===== config.mk =====
export PLATFORM = sky130hd
export DESIGN_NAME = apb_cmd_queue
export DESIGN_NICKNAME = d
export VERILOG_FILES = /design/src/rtl/apb_cmd_queue.sv
export SDC_FILE = /design/constraint.sdc
export NUM_CORES = 1
export LEC_CHECK = 0
export ABC_AREA = 1
export BUFFER_PORTS_ARGS = -buffer_cell sky130_fd_sc_hd__clkbuf_2
export CAP_MARGIN = 20
export CORE_UTILIZATION = 30
export DETAILED_ROUTE_END_ITERATION = 10
export PLACE_DENSITY = 0.47
export SLEW_MARGIN = 20
export SYNTH_ARGS = -nofsm -noshare
export SYNTH_HDL_FRONTEND = slang
export SYNTH_SLANG_ARGS = --single-unit

===== constraint.sdc =====
create_clock -name clk -period 4 [get_ports clk]
set_input_delay 0.8 -clock clk [delete_from_list [all_inputs] [get_ports clk]]
set_output_delay 0.8 -clock clk [all_outputs]
set_load 0.02 [all_outputs]

===== src/rtl/apb_cmd_queue.sv =====
// Command FIFO feeding apb_master: queues host requests, issues them one at a time,
// aborts hung transfers on timeout and counts completed transfers.
module apb_cmd_queue #(
   parameter int DEPTH   = 4,
   parameter int ADDR_W  = 8,
   parameter int DATA_W  = 32,
   parameter int TIMEOUT = 16
) (
   input  logic                     clk,
   input  logic                     rst,
   input  logic                     cmd_valid,
   output logic                     cmd_ready,
   input  logic                     cmd_wr,
   input  logic [ADDR_W-1:0]        cmd_addr,
   input  logic [DATA_W-1:0]        cmd_data,
   output logic                     mst_sel,
   output logic                     mst_wr,
   output logic [ADDR_W-1:0]        mst_addr,
   output logic [DATA_W-1:0]        mst_data,
   input  logic                     mst_ready,
   output logic [$clog2(DEPTH):0]   level,
   output logic                     timeout_err,
   input  logic                     err_clr,
   output logic [15:0]              done_cnt
);

   localparam int AW = $clog2(DEPTH);
   localparam int LW = AW + 1;
   localparam int WW = $clog2(TIMEOUT);

   typedef enum logic [1:0] {IDLE, ISSUE, GAP} state_t;

   typedef struct packed {
      logic              wr;
      logic [ADDR_W-1:0] addr;
      logic [DATA_W-1:0] data;
   } cmd_t;

   cmd_t          mem [DEPTH];
   cmd_t          head;
   logic [AW-1:0] wr_ptr;
   logic [AW-1:0] rd_ptr;
   logic [LW-1:0] count;
   logic [WW-1:0] wait_cnt;
   state_t        state;
   logic          push;
   logic          pop;
   logic          expire;

   assign cmd_ready = (count != LW'(DEPTH)) && !rst;
   assign push      = cmd_valid && cmd_ready;
   assign expire    = (wait_cnt == WW'(TIMEOUT - 1));
   // The head leaves the FIFO only when its transfer ends, either way.
   assign pop       = (state == ISSUE) && (mst_ready || expire);
   assign head      = mem[rd_ptr];
   assign level     = count;

   // NOTE: storage is not reset; an entry is only read after count says it was written.
   always_ff @(posedge clk) begin
      if (push) mem[wr_ptr] <= {cmd_wr, cmd_addr, cmd_data};
   end

   always_ff @(posedge clk) begin
      if (rst) begin
         wr_ptr <= '0;
         rd_ptr <= '0;
         count  <= '0;
      end else begin
         if (push) wr_ptr <= wr_ptr + AW'(1);
         if (pop)  rd_ptr <= rd_ptr + AW'(1);
         case ({push, pop})
            2'b10:   count <= count + LW'(1);
            2'b01:   count <= count - LW'(1);
            default: count <= count;
         endcase
      end
   end

   always_ff @(posedge clk) begin
      if (rst) begin
         state       <= IDLE;
         mst_sel     <= 1'b0;
         mst_wr      <= 1'b0;
         mst_addr    <= '0;
         mst_data    <= '0;
         wait_cnt    <= '0;
         timeout_err <= 1'b0;
         done_cnt    <= '0;
      end else begin
         // Clear first so a timeout at the same edge overrides it.
         if (err_clr) timeout_err <= 1'b0;
         case (state)
            IDLE: begin
               if (count != '0) begin
                  state    <= ISSUE;
                  mst_sel  <= 1'b1;
                  mst_wr   <= head.wr;
                  mst_addr <= head.addr;
                  mst_data <= head.data;
                  wait_cnt <= '0;
               end
            end
            ISSUE: begin
               if (mst_ready) begin
                  done_cnt <= done_cnt + 16'd1;
                  mst_sel  <= 1'b0;
                  state    <= GAP;
               end else if (expire) begin
                  timeout_err <= 1'b1;
                  mst_sel     <= 1'b0;
                  state       <= GAP;
               end else begin
                  wait_cnt <= wait_cnt + WW'(1);
               end
            end
            GAP:     state <= IDLE;
            default: state <= IDLE;
         endcase
      end
   end

endmodule


; ---- Yosys cells after proc, flatten, opt, wreduce, memory -nomap -nowiden
; Memory sizes are Yosys's and may differ from the RTL's. A register that Yosys moved wholly into a read port is not among the register bits.
; Cells that the tools add are included.
; W data, S select, Z words.
[word_totals]
inputBits = 46
output_inout_bits = 63
mem_bits_rw = 164
regBits = 31
mem_count = 1
[op_classes]
add_sub_neg = 6
eq_ne = 9
muxes = 19
reduce_logical = 14
[mem_list]
columns = memory, words, width, read_ports, rd_ports_with_merged_regs, write_ports, line_no
row1 = mem, 4, 41, 1, 1, 1, 39  ; cmd_t mem [DEPTH];
[ops]
columns = op, n
row1 = $add A16 B1 Y16 const B, 1
row2 = $mux W4, 3
row3 = $mux W1, 9
row4 = $pmux W4 S2, 1
row5 = $mux W2, 3
row6 = $ne A2 B2 Y1 const B, 3
row7 = $ne A3 B3 Y1 const B, 2
row8 = $pmux W3 S2, 1
row9 = $reduce_and A2 Y1, 3
row10 = $add A2 B1 Y2 const B, 2
row11 = $add A4 B1 Y4 const B, 1
row12 = $eq A2 B1 Y1 const B, 2
row13 = $eq A4 B4 Y1 const B, 1
row14 = $pmux W2 S2, 1
row15 = $reduce_and A4 Y1, 1
row16 = $reduce_bool A2 Y1, 2
row17 = $add A3 B1 Y3 const B, 1
row18 = $logic_and A1 B1 Y1, 3
row19 = $reduce_and A3 Y1, 1
row20 = $reduce_bool A3 Y1, 1
row21 = $sub A3 B1 Y3 const B, 1
row22 = $eq A2 B2 Y1 const B, 1
row23 = $logic_not A2 Y1, 1
row24 = $pmux W1 S2, 1
row25 = other kinds (2), 2

; ---- Longest topological paths before layout
[logic_depth]
ltp_word = 5
mapped_depth = 12

; ---- Least setup slack after synthesis
; No wires, ideal clock.
[synth_timing]
path_kind = input -> register
start = in rst
end = mem mem[0][0] (netlist bit) (enable)
stages = 3
path_slack_ns = 0.717
arrival_ns = 2.843
t_required_ns = 3.560
setup_time_ns = 0.440
path_cell_list = inv_2 > nand3_1 > nor2_1
[synth_between]
elab_chain_cells = 5
[synth_rtl]
columns = item, line_no
row1 = from (decl), 10  ; input logic rst,
row2 = $logic_not A1 Y1, 50  ; assign cmd_ready = (count != LW'(DEPTH)) && !rst;
row3 = $logic_and A1 B1 Y1, 50
row4 = $logic_and A1 B1 Y1, 51  ; assign push = cmd_valid && cmd_ready;
row5 = $mux W1, 60  ; if (push) mem[wr_ptr] <= {cmd_wr, cmd_addr, cmd_data};
row6 = $mux W1 (not written as such), 60
row7 = to (decl), 39
; No other way between the ends.

; ---- Final worst setup path
[layout_timing]
start = in rst
end = mem mem[0][19] (netlist bit) (enable)
; The elaborated chain is that of the path after synthesis.

==> metrics.txt <==
Hold Buf Count CTS 0; Routability Congestion 0.6808; Seq/Total Area, Yosys 71.14%; commonest non-fill, non-tap cells in the layout nor2_1 (189), edfxtp_1 (164), o21ai_0 (120); commonest non-fill, non-tap cell in the layout nor2_1; sequential cell area 0.006369 mm2; total gr overflow 0; final setup margin 1.589 ns; Max Clock Skew 0.01877 ns; normalized max-slew margin 37.61%; WP data required 4.22 ns; vias in the first global route 5,819; RSZ-0062 raised after global routing no; critical path class in2reg; antenna violations before repair 0; Critical Path Stages 5; # setup viols final 0; Routed Antenna Nets 0; leakage 4.021 nW; Worst Path Buf+Inv 3; via count 5,932; DRC Markers 0; Clock Root Buffer clkbuf_16; clk buf depth 3; maximum VDD drop 354.0 uV; vias per cell 4.581; fin crit share 60.28%; CP cell instances clkbuf_2, inv_2, nand3_1, nor2_4, buf_4; Worst R2R Start level[1]; Initial Utilization 30.84%; metal3 WL 912 um; hold_ws 0.4658 ns; yosys warns 0; io pins 109; placed cell area 0.009886 mm2; ys flop type edfxtp_1; clock-pin slew on the worst setup and hold paths 0.06 ns; outcome completed; Resized cells post-CTS 0; Avg WL per Cell 15.94 um; final hold violations 0; DIE HEIGHT 174.7 um; delay-heaviest family, CP simple AND/OR/NAND/NOR gates; cell count of the worst reg-to-reg path 5; TritonCTS Buffers 27; CP peak stage delay 0.74 ns; Placement Setup Slack 0.9295 ns; Crit. Startpoint rst; Worst-Margin Slew 0.9348 ns; crit path to mem[0][19]; Die W 174.7 um; Tmin final 2.411 ns; DP Wirelength 11,480 um; slowest library cell on the worst path nor2_4; Metal-1 WL 9755 um; cells after synthesis 784; H-tree depth 1; layout cells sized above 1 20.31%; # Post-CTS Setup Buffers 0; Rows 62; initial drt markers 315; type of origin of the critical path input pin; die footprint 0.03052 mm2; syn_area_per_cell 11.41 um2; P per Cell Area 684.3 mW/mm2; Cell Area, Synth 0.008949 mm2; Clock Sinks 236; Max Slew Vio Count 0; final WL 20,640 um; nets 944; CP max FO 21; Cell variety after synth 32; Overall Global Routing Usage 13.60%; Post-synth ARST share 0%; drt first pass iters 4; first-pass GRT wire length 32,620 um; Hold WC Path Type reg2reg; I/O Buffers 108; final instance area 0.01093 mm2; TNS Setup 0 ns; maxcap violations 0; met2 WL 9556 um; setup slack, reg-to-reg 1.68 ns; largest net degree at the start of global routing 87; Core Area 0.02901 mm2; fillcell total 2,864; RR Endpoint mem[0][19]; post-route insts no fill 1,295; Crit. End Element flip-flop; multi-input combinational cell area 0.002280 mm2; net count after synthesis 838; antenna cells 0; Worst Path Arrival 2.63 ns; Layout area overhead 22.18%; EDFF count, synth 164; fmax 0.4147 GHz; CTS tree done; Skew-Pair Late Insertion Delay 0.55 ns; Top Metal Used met4; dpl cells 1,245; Yosys reg bits 236
-- logic make-up after synthesis --
| group | share of synthesized area, % |
|---|---|
| flip-flops | 71.14 |
| AND/OR/NAND/NOR | 11.94 |
| buffers and inverters | 3.719 |
| XOR/XNOR | 0.3916 |
| AO/OA/AOI/OAI | 11.61 |
| adder cells (fa/ha/maj) | 1.202 |
-- worst reg2reg max path, stage by stage (launching register included) --
cell	delay, ns
dfxtp_1	0.37
inv_2	0.07
nand3_1	0.08
nand3_1	0.40
nor2_4	0.75
buf_4	0.35
-- final cells by class --
cell class / instances / share of cell area (%)
Multi-Input combinational cell: 470 / 20.85
Timing Repair Buffer: 118 / 5.631
Sequential cell: 236 / 58.25
Inverter: 37 / 1.293
Clock inverter: 20 / 3.204
Clock buffer: 30 / 6.374
Tap cell: 384 / 4.395
-- through the flow --
step,total power (W),util [%]
floorplan,0.004193,-
global placement,0.004725,34.07
detailed placement,0.004732,34.07
CTS,0.007620,37.68
global route,0.007912,37.68
finish,0.007482,37.68
-- Yosys cell counts, drive strengths merged, types with 3 or more instances --
| master | number | area, um2 |
|---|---|---|
| a21oi | 19 | 95.09 |
| dfxtp | 72 | 1441 |
| o21ai | 133 | 665.6 |
| ha | 7 | 87.58 |
| clkbuf | 26 | 100.1 |
| xor2 | 3 | 26.28 |
| edfxtp | 164 | 4925 |
| nand2 | 37 | 138.9 |
| nand3 | 18 | 105.1 |
| nand4 | 5 | 31.28 |
| o22ai | 41 | 256.5 |
| buf | 15 | 91.34 |
| nor3 | 4 | 20.02 |
| nor2 | 196 | 758.2 |
| inv | 36 | 137.6 |
-- flip-flops by register name, summed over array words and instances, names as in the netlist --
name,flops
mst_addr,8
timeout_err,1
mst_sel,1
mst_wr,1
level,3
state,2
wait_cnt,4
wr_ptr,2
done_cnt,16
mst_data,32
mem,164
rd_ptr,2
-- power breakdown --
group	switching (W)	internal, W	total [W]
Combinational	0.00121	0.000471	0.00169
Clock	0.00101	0.00185	0.00285
Sequential	0.000100	0.00284	0.00295
-- worst min-delay path by stage --
stage / cells after the start / slack, ns / start / to
after floorplan: 1 / 0.45 / wait_cnt[0] / wait_cnt[0]
after CTS: 1 / 0.45 / cmd_data[22] / mem[1][22]
after global routing: 1 / 0.45 / cmd_data[30] / mem[1][30]
final: 2 / 0.47 / timeout_err / timeout_err
after global placement: 2 / 0.46 / timeout_err / timeout_err
after detailed placement: 2 / 0.46 / timeout_err / timeout_err
-- per-layer routing --
| metal | global-route usage (%) | vias to the layer above |
|---|---|---|
| met1 | 18.06 | 2815 |
| li1 | - | 2978 |
| met3 | 2.763 | 28 |
| met2 | 22.22 | 111 |
| met4 | 4.312 | 0 |
| met5 | 0 | - |
No activity file was read; power rests on OpenSTA's default activity.
